<file path="src/rtl/div_defs.sv">
// Shared definitions for the iterative 64-bit divider: FSM state encodings,
// the default operand width and the iteration-counter width helper.
package div_defs;

    localparam int DIV_BITS = 64;

    // Counter must hold the value BITS itself, hence BITS+1 codes.
    function automatic int cnt_width(input int bits);
        return $clog2(bits + 1);
    endfunction

    localparam int DIV_CNT_W = cnt_width(DIV_BITS);

    typedef enum logic [1:0] {
        IDLE = 2'd0,
        RUN  = 2'd1,
        DONE = 2'd2
    } state_t;

endpackage

</file>
<file path="src/rtl/divide_step.sv">
// One restoring-division iteration: shift the next dividend bit into the
// partial remainder, trial-subtract the divisor, keep the difference when it
// is non-negative and report the resulting quotient bit.
module divide_step #(
    parameter int BITS = 64
) (
    input  logic [BITS:0]   prem,
    input  logic            dvd_bit,
    input  logic [BITS-1:0] divisor,
    output logic [BITS:0]   prem_next,
    output logic            q_bit
);

    logic [BITS+1:0] shifted;
    logic [BITS+1:0] trial;

    // Shift-in and trial subtract; the top bit of the difference is its sign.
    always_comb begin
        shifted   = {prem, dvd_bit};
        trial     = shifted - {2'b00, divisor};
        q_bit     = ~trial[BITS+1];
        prem_next = q_bit ? trial[BITS:0] : shifted[BITS:0];
    end

endmodule

</file>
<file path="src/rtl/divide_64x64.sv">
// Iterative 64-bit integer divider (restoring, one quotient bit per cycle).
// Signed operands are reduced to magnitudes on acceptance and the signs are
// reapplied on the final iteration: quotient truncates toward zero, remainder
// follows the dividend sign. Divide-by-zero and MIN/-1 skip the iterations and
// report overflow with a zero quotient and remainder.
//
// Handshake: a request transfers on a rising edge where in_valid && in_ready;
// a result transfers on a rising edge where out_valid && out_ready. in_ready is
// high only in IDLE, out_valid only in DONE, and both are pure decodes of the
// state register so they follow reset immediately. The FSM state is visible on
// the internal signal "state" for checkers to bind to.
module divide_64x64
    import div_defs::*;
#(
    parameter int BITS = DIV_BITS
) (
    input  logic            clk,
    input  logic            rst,
    input  logic            in_valid,
    output logic            in_ready,
    input  logic [BITS-1:0] dividend,
    input  logic [BITS-1:0] divisor,
    input  logic            is_signed,
    output logic            out_valid,
    input  logic            out_ready,
    output logic [BITS-1:0] quotient,
    output logic [BITS-1:0] remainder,
    output logic            overflow
);

    localparam int CNT_W = cnt_width(BITS);

    state_t          state;
    state_t          state_next;
    logic [CNT_W-1:0] count;
    logic [BITS:0]   prem;
    logic [BITS-1:0] dvd_sr;     // dividend bits shift out the top, quotient bits fill the bottom
    logic [BITS-1:0] dvs;
    logic            qneg;
    logic            rneg;

    logic [BITS:0]   prem_next;
    logic            q_bit;
    logic [BITS-1:0] dividend_mag;
    logic [BITS-1:0] divisor_mag;
    logic [BITS-1:0] q_raw;
    logic [BITS-1:0] q_final;
    logic [BITS-1:0] r_final;
    logic            op_overflow;
    logic            accept;
    logic            last_step;

    divide_step #(.BITS(BITS)) u_step (
        .prem      (prem),
        .dvd_bit   (dvd_sr[BITS-1]),
        .divisor   (dvs),
        .prem_next (prem_next),
        .q_bit     (q_bit)
    );

    // Operand conditioning, handshake decode and final sign fixup.
    always_comb begin
        in_ready     = (state == IDLE);
        out_valid    = (state == DONE);
        accept       = in_valid && in_ready;
        last_step    = (state == RUN) && (count == CNT_W'(1));
        dividend_mag = (is_signed && dividend[BITS-1]) ? -dividend : dividend;
        divisor_mag  = (is_signed && divisor[BITS-1])  ? -divisor  : divisor;
        op_overflow  = (divisor == '0) ||
                       (is_signed && (dividend == {1'b1, {(BITS-1){1'b0}}}) && (divisor == '1));
        q_raw        = {dvd_sr[BITS-2:0], q_bit};
        q_final      = qneg ? -q_raw : q_raw;
        r_final      = rneg ? -prem_next[BITS-1:0] : prem_next[BITS-1:0];
    end

    // State register.
    always_ff @(posedge clk or posedge rst) begin
        if (rst) begin
            state <= IDLE;
        end else begin
            state <= state_next;
        end
    end

    // Next-state logic: overflow cases bypass RUN entirely.
    always_comb begin
        state_next = state;
        unique case (state)
            IDLE: if (accept)    state_next = op_overflow ? DONE : RUN;
            RUN:  if (last_step) state_next = DONE;
            DONE: if (out_ready) state_next = IDLE;
            default:             state_next = IDLE;
        endcase
    end

    // Datapath: latch operands on accept, iterate in RUN, publish on the last step.
    always_ff @(posedge clk or posedge rst) begin
        if (rst) begin
            count     <= '0;
            prem      <= '0;
            dvd_sr    <= '0;
            dvs       <= '0;
            qneg      <= 1'b0;
            rneg      <= 1'b0;
            quotient  <= '0;
            remainder <= '0;
            overflow  <= 1'b0;
        end else begin
            if (accept) begin
                dvd_sr <= dividend_mag;
                dvs    <= divisor_mag;
                qneg   <= is_signed && (dividend[BITS-1] ^ divisor[BITS-1]);
                rneg   <= is_signed && dividend[BITS-1];
                prem   <= '0;
                if (op_overflow) begin
                    count     <= '0;
                    quotient  <= '0;
                    remainder <= '0;
                    overflow  <= 1'b1;
                end else begin
                    count <= CNT_W'(BITS);
                end
            end
            if (state == RUN) begin
                prem   <= prem_next;
                dvd_sr <= q_raw;
                count  <= count - CNT_W'(1);
                if (last_step) begin
                    quotient  <= q_final;
                    remainder <= r_final;
                    overflow  <= 1'b0;
                end
            end
        end
    end

endmodule

</file>
<file path="config.mk">
export PLATFORM = sky130hd
export DESIGN_NAME = divide_64x64
export DESIGN_NICKNAME = d
export VERILOG_FILES = /design/src/rtl/div_defs.sv /design/src/rtl/divide_step.sv /design/src/rtl/divide_64x64.sv
export SDC_FILE = /design/constraint.sdc
export NUM_CORES = 1
export LEC_CHECK = 0
export CAP_MARGIN = 20
export CORE_MARGIN = 2
export CORE_UTILIZATION = 40
export CTS_BUF_LIST = sky130_fd_sc_hd__clkbuf_8 sky130_fd_sc_hd__clkbuf_16
export DETAILED_ROUTE_END_ITERATION = 6
export PLACE_DENSITY_LB_ADDON = 0.05
export SYNTH_ARGS = -nofsm -noshare
export SYNTH_HDL_FRONTEND = slang
export SYNTH_HIERARCHICAL = 1
export SYNTH_SLANG_ARGS = --single-unit
</file>
<file path="constraint.sdc">
create_clock -name clk -period 12.55 [get_ports clk]
set_input_delay 1.8825 -clock clk [delete_from_list [all_inputs] [get_ports clk]]
set_output_delay 1.8825 -clock clk [all_outputs]
set_load 0.03 [all_outputs]
</file>
==> run metrics, run 1 <==
Critical-path top delay cell=sky130_fd_sc_hd__inv_2; level count of the clock H-tree=2; share of synthesized registers carrying an async set or reset=100.0%; Die Span X=251.1 µm; most instantiated library cell after synthesis=sky130_fd_sc_hd__nand2_1; Top FF cell, synth=sky130_fd_sc_hd__dfrtp_1; effective utilization at floorplan=40.47%; synth top area cells=sky130_fd_sc_hd__dfrtp_1 34%, sky130_fd_sc_hd__nand2_1 6.7%, sky130_fd_sc_hd__o21ai_0 6.3%; PortBufs=263; count of yosys warnings during synthesis=6; number of placement rows=90; clock tree sinks=333; residual overflow from global routing=0; critical path depth in cells=18; area after detailed placement=27540 µm²; unrepaired setup endpoints after global routing=false; count of hold-fix buffers inserted at cts=0; path class of the lowest-slack min-delay path=reg2reg; fillcell total=5991; average detailed-routed wire length per instance=23.01 µm; clock latency on the worst-skew pair=0.59 ns; startpoint type of the worst setup path=flop; DRC errors left=0; number of failing hold endpoints at the final stage=0; CTS Buf Count=42; Clock Tree Root=sky130_fd_sc_hd__clkbuf_16; post-synthesis net count=3191; combined buffer and inverter count along the critical path=2; Max Clock Freq=140.9 MHz; Hold Slack=0.4770 ns; antenna-violating nets left=0; top post-synthesis cells by count=434 x sky130_fd_sc_hd__nand2_1, 333 x sky130_fd_sc_hd__dfrtp_1, 308 x sky130_fd_sc_hd__o21ai_0; arrival time worst endpoint=7.50 ns; peak fanout along the critical path=26; summed negative setup slack over all endpoints=0 ns; design area=28990 µm²; largest net degree at the start of global routing=100; number of instances in the synthesized netlist=2986; outcome=completed; Hold Path Stages=2; wire length of the first global-routing pass=139400 µm; height of the chip=251.1 µm; average via count per standard cell=6.036; count of different cell masters after synthesis=95; initial antenna violation count=15; Detailed Route WL=90950 µm; count of buffers added by post-CTS timing repair for setup=0; combined global-route utilization of all metal layers=28.26%; kind of end point of the critical path=flop; kind of cell adding the most delay to the critical path=simple AND/OR/NAND/NOR gates; number of detailed-routing iterations run before antenna repair=6; Least-Margin Pin Slew=1.209 ns; total setup violations reported at the end of the flow=0; Bufs on Longest Clock Path=3; violation count after the first detailed-routing iteration=2117; crit path cell chain=ha_1, nand2_1, nor2_1, nand2_1, or3_1, nor3_1, o2111a_1, or3_4, nand2_4, inv_2, buf_4, mux2_4, or4_1, nor4_1, nand4_1, o41ai_1, xor2_1, o22ai_1; top cell type by total area after synthesis=sky130_fd_sc_hd__dfrtp_1; layout cells sized above 1=6.595%; number of synthesized register bits=333; via count of the first global-routing pass=22.77k; CP most frequent cell=sky130_fd_sc_hd__nand2_1; post-detail-place hpwl=66520 µm; slew margin rel.=18.35%; max-cap check violation count=0; Period Utilization, post-route=56.57%; EDFF count, synth=0; top-area cell type share of the netlist area=34.11%; clock slew at reported path FFs=0.06 ns; PostCTS Resize Cnt=0; Clock Skew=0.03034 ns; detailed-route via count=23.86k; final critical-path required period=7.099 ns; CTS tree=built; area growth from synthesis to layout=18.68%; Final Max Slew Viols=0; area inside the core boundary=60360 µm²; RePlAce Congestion=0.9849; CP Data Required Time=12.95 ns; depth of the worst register-to-register path=18; Post-Synthesis Mean Instance Area=8.181 µm²; total die area=63060 µm²; Setup CP Type=reg2reg; fin nets=3341; largest stage delay on the critical path=0.68 ns; count of boundary I/O pins=264; Syn Std Cell Area=24430 µm²; fraction of the yosys area taken by sequential cells=34.11%
worst paths after layout:
path | start | endpoint | slack, ns
worst max-delay path | prem[44]$_DFFE_PP0P_ | remainder[59]$_DFF_PP0_ | 5.45
worst min-delay path | dvs[6]$_DFFE_PP0P_ | dvs[6]$_DFFE_PP0P_ | 0.48
worst max register to register | prem[44]$_DFFE_PP0P_ | remainder[59]$_DFF_PP0_ | 5.45
worst min register to register | dvs[6]$_DFFE_PP0P_ | dvs[6]$_DFFE_PP0P_ | 0.48
max in group asynchronous | rst | remainder[50]$_DFF_PP0_ | 9.29
min in group asynchronous | rst | remainder[4]$_DFF_PP0_ | 1.82
placed cells by master, fill, tap and decap left out, drive strengths merged, types with 34 or more instances in the layout:
master,count
or4,34
buf,38
a21o,39
nor3,71
o21ai,319
o22ai,130
o31ai,54
clkbuf,51
dfrtp,333
nand3,52
xor2,135
ha,71
inv,121
nand4,51
nor4,53
nand2,435
mux2,37
nor2,155
a21oi,156
clkdlybuf4s50,263
a31oi,50
xnor2,140
a22oi,43
registers in the layout (all words and copies together), names as in the netlist:
signal	count
quotient	64
qneg	1
rneg	1
overflow	1
dvs	64
state	2
remainder	64
dvd_sr	64
prem	65
count	7
kinds of logic after synthesis:
family,after synthesis,share of synthesized area (%)
multiplexers,53,2.930
buffers and inverters,308,5.179
AO/OA/AOI/OAI,940,24.25
adder cells (fa/ha/maj),72,3.719
XOR/XNOR,275,9.860
AND/OR/NAND/NOR,1005,19.95
flip-flops,333,34.11
per-layer routing:
metal / GRT usage (%) / part of all wire (%) / vias to the layer above
met2: 42.67 / 44 / 850
met5: 0 / 0.13 / -
li1: - / - / 11149
met4: 8.078 / 2.7 / 20
met3: 4.773 / 6.7 / 153
met1: 41.41 / 47 / 11687
worst reg2reg max path, delay by kind of cell (launching register included):
kind	cells	cell delay, ns
AOI/OAI and AO/OA	3	1.07
adders and majority gates	1	0.43
buffers and inverters	2	1.24
xor gates and xnor gates	1	0.19
muxes	1	0.39
and+or+nand+nor	10	3.22
DFF	1	0.40
area by class of cell:
class	instances	area (µm²)	area share, %
Antenna cell	2	5.005	0.01726
Timing Repair Buffer	301	2943	10.15
Inverter	113	431.7	1.489
Multi-Input combinational cell	2345	14900	51.38
Tap cell	782	978.4	3.375
Sequential cell	333	8333	28.75
Clock buffer	51	1175	4.053
Clock inverter	26	227.7	0.7855
through the flow:
stage,setup WS [ns],util (%),instances
final,5.451,48.03,3953
after floorplan,1.443,-,2986
after global placement,5.728,45.63,3872
after CTS,5.480,47.95,3949
after detailed placement,5.505,45.63,3872
after global routing,4.945,48.03,3953
Power of run 1 is left out: the tool's default activity adds up to more than one toggle a clock period on the data nets, which glitch-free logic cannot reach.
==> inputs of run 2 (changes only) <==
==> constraint.sdc (replaced) <==
create_clock -name clk -period 6.55 [get_ports clk]
set_input_delay 0.9825 -clock clk [delete_from_list [all_inputs] [get_ports clk]]
set_output_delay 0.9825 -clock clk [all_outputs]
set_load 0.03 [all_outputs]
==> run 2 against run 1 <==
Against the previous run: critical endpoint is now remainder[57]$_DFF_PP0_; clock skew fell by 0.013 ns; critical path type unchanged; worst setup slack lost 4.7 ns; highest routed layer unchanged; sequential share of layout area is 0.61 points lower.
==> run metrics, run 2 (synthesis results as in run 1) <==
startpoint type of the worst setup path=flop; kind of end point of the critical path=flop; count of hold-fix buffers inserted at cts=0 (unchanged); initial antenna violation count=15 (unchanged); RePlAce Congestion=0.9978 (+1.3%); largest net degree at the start of global routing=153 (+53%); clock tree sinks=333 (unchanged); violation count after the first detailed-routing iteration=2147 (+1.4%); top library cells by usage in the layout, fill and taps aside=431 x sky130_fd_sc_hd__nand2_1, 333 x sky130_fd_sc_hd__dfrtp_1, 308 x sky130_fd_sc_hd__o21ai_0, 263 x sky130_fd_sc_hd__clkdlybuf4s50_1, 153 x sky130_fd_sc_hd__nor2_1; arrival time worst endpoint=6.22 ns (-1.28 ns); number of detailed-routing iterations run before antenna repair=6 (unchanged); Clock Tree Root=sky130_fd_sc_hd__clkbuf_16; area inside the core boundary=60360 µm² (unchanged); slew margin rel.=29.10% (+11 points); most frequent standard cell in the layout excluding fill and tap cells=sky130_fd_sc_hd__nand2_1; Least-Margin Pin Slew=1.063 ns (-0.1454 ns); clock slew at reported path FFs=0.06 ns (about the same); path class of the lowest-slack min-delay path=reg2reg; average via count per standard cell=5.944 (-1.5%); count of buffers added by post-CTS timing repair for setup=0 (unchanged); post-detail-place hpwl=68930 µm (+3.6%); Bufs on Longest Clock Path=3 (unchanged); layout cells sized above 1=8.085% (+1.5 points); Final Max Slew Viols=0 (unchanged); combined global-route utilization of all metal layers=28.92% (+0.66 points); flip-flop count of the largest register after layout=65 (unchanged); unrepaired setup endpoints after global routing=false; Clock Skew=0.01720 ns (-0.01313 ns); final critical-path required period=5.792 ns (-1.307 ns); fin nets=3386 (+1.3%); area growth from synthesis to layout=21.26%; summed negative setup slack over all endpoints=0 ns (unchanged); CTS tree=built; Setup CP Type=reg2reg; Period Utilization, post-route=88.43% (+32 points); number of placement rows=90 (unchanged); via count of the first global-routing pass=22.77k (+0.022%); Detailed Route WL=93000 µm (+2.3%); total die area=63060 µm² (unchanged); Max Clock Freq=172.6 MHz (+23%); detailed-route via count=23.79k (-0.27%); total setup violations reported at the end of the flow=0 (unchanged); antenna-violating nets left=0 (unchanged); PostCTS Resize Cnt=0 (unchanged); wire length of the first global-routing pass=141400 µm (+1.5%); Die Span X=251.1 µm (unchanged); PortBufs=263 (unchanged); outcome=completed; CTS Buf Count=43 (+2.4%); DRC errors left=0 (unchanged); storage element area=8333 µm² (unchanged); effective utilization at floorplan=40.47% (unchanged); level count of the clock H-tree=2 (unchanged); Top reg by flops=prem; height of the chip=251.1 µm (unchanged); clock latency on the worst-skew pair=0.59 ns (about the same); max-cap check violation count=0 (unchanged); CP Data Required Time=6.98 ns (-5.97 ns); fillcell total=5910 (-1.4%); combined area of the multi-input logic cells=14900 µm² (about the same); number of failing hold endpoints at the final stage=0 (unchanged); peak fanout along the critical path=25 (-3.8%); count of boundary I/O pins=264 (unchanged); residual overflow from global routing=0 (unchanged); average detailed-routed wire length per instance=23.23 µm (+0.98%)
==> run 2: area by class of cell <==
class	count	area share, %
inverters	113	1.445
clock buffers	53	4.135
repair buffers	345	11.21
well taps	782	3.303
diodes	5	0.04224
flip-flops and latches	333	28.13
multi-input cells	2345	50.30
clock inverters	27	1.428
==> run 2: worst paths after layout <==
| check | end | slack [ns] | from | cells after the start |
|---|---|---|---|---|
| worst min register to register | dvs[16]$_DFFE_PP0P_ | 0.47 | dvs[16]$_DFFE_PP0P_ | 2 |
| max in group asynchronous | prem[8]$_DFFE_PP0P_ | 4.75 | rst | 3 |
| worst max-delay path | remainder[57]$_DFF_PP0_ | 0.76 | prem[19]$_DFFE_PP0P_ | 18 |
| worst max register to register | remainder[57]$_DFF_PP0_ | 0.76 | prem[19]$_DFFE_PP0P_ | 18 |
| worst min-delay path | dvs[16]$_DFFE_PP0P_ | 0.47 | dvs[16]$_DFFE_PP0P_ | 2 |
| min in group asynchronous | remainder[60]$_DFF_PP0_ | 0.90 | rst | 3 |
==> run 2: worst max-delay path: stages (launching register included) <==
cell,delay [ns]
sky130_fd_sc_hd__dfrtp_1,0.45
sky130_fd_sc_hd__ha_1,0.43
sky130_fd_sc_hd__a21oi_1,0.35
sky130_fd_sc_hd__o21ai_0,0.17
sky130_fd_sc_hd__a21oi_1,0.31
sky130_fd_sc_hd__a21oi_2,0.16
sky130_fd_sc_hd__o2111a_1,0.33
sky130_fd_sc_hd__or3_4,0.37
sky130_fd_sc_hd__nand2_4,0.09
sky130_fd_sc_hd__buf_4,0.36
sky130_fd_sc_hd__o21ai_0,0.27
sky130_fd_sc_hd__or4_1,0.70
sky130_fd_sc_hd__and4bb_2,0.49
sky130_fd_sc_hd__nand4_1,0.12
sky130_fd_sc_hd__buf_4,0.21
sky130_fd_sc_hd__buf_4,0.14
sky130_fd_sc_hd__o41ai_1,0.38
sky130_fd_sc_hd__xor2_1,0.19
sky130_fd_sc_hd__o22ai_1,0.10
==> run 2: metrics by stage <==
| step | instances | area (µm²) | hold slack, ns | worst slack, ns | util, % |
|---|---|---|---|---|---|
| 3_5_place_dp | 3915 | 27910 | 0.4565 | 0.8968 | 46.25 |
| 2_1_floorplan | 2986 | 24430 | 0.4387 | 1.119 | - |
| 4_1_cts | 3995 | 29560 | 0.4699 | 0.8789 | 48.98 |
| 3_3_place_gp | 3915 | 27910 | 0.4584 | 0.8673 | 46.25 |
| 6_report | 4003 | 29620 | 0.4701 | 0.7575 | 49.07 |
| 5_1_grt | 3999 | 29610 | 0.4837 | 0.3902 | 49.06 |
==> run 2: routing by layer <==
| metal | wire, µm | vias to the layer above | part of all wire, % | global-route usage (%) |
|---|---|---|---|---|
| met5 | 133 | - | 0.14 | 0 |
| met4 | 2356 | 20 | 2.5 | 7.891 |
| met3 | 7302 | 152 | 7.9 | 5.923 |
| met2 | 40470 | 855 | 44 | 43.19 |
| met1 | 42730 | 11516 | 46 | 42.21 |
| li1 | - | 11251 | - | - |
Power of run 2 is left out for the same reason.
==> inputs of run 3 (changes only) <==
--- a/config.mk
+++ b/config.mk
@@ -9,6 +9,7 @@
 export CORE_MARGIN = 2
 export CORE_UTILIZATION = 40
 export CTS_BUF_LIST = sky130_fd_sc_hd__clkbuf_8 sky130_fd_sc_hd__clkbuf_16
+export CTS_CLUSTER_DIAMETER = 120
 export DETAILED_ROUTE_END_ITERATION = 6
 export PLACE_DENSITY_LB_ADDON = 0.05
 export SYNTH_ARGS = -nofsm -noshare
==> results of run 3 <==
The final DEF is identical to that of run 2; final timing and power are the same.
Power of run 3 is left out for the same reason.
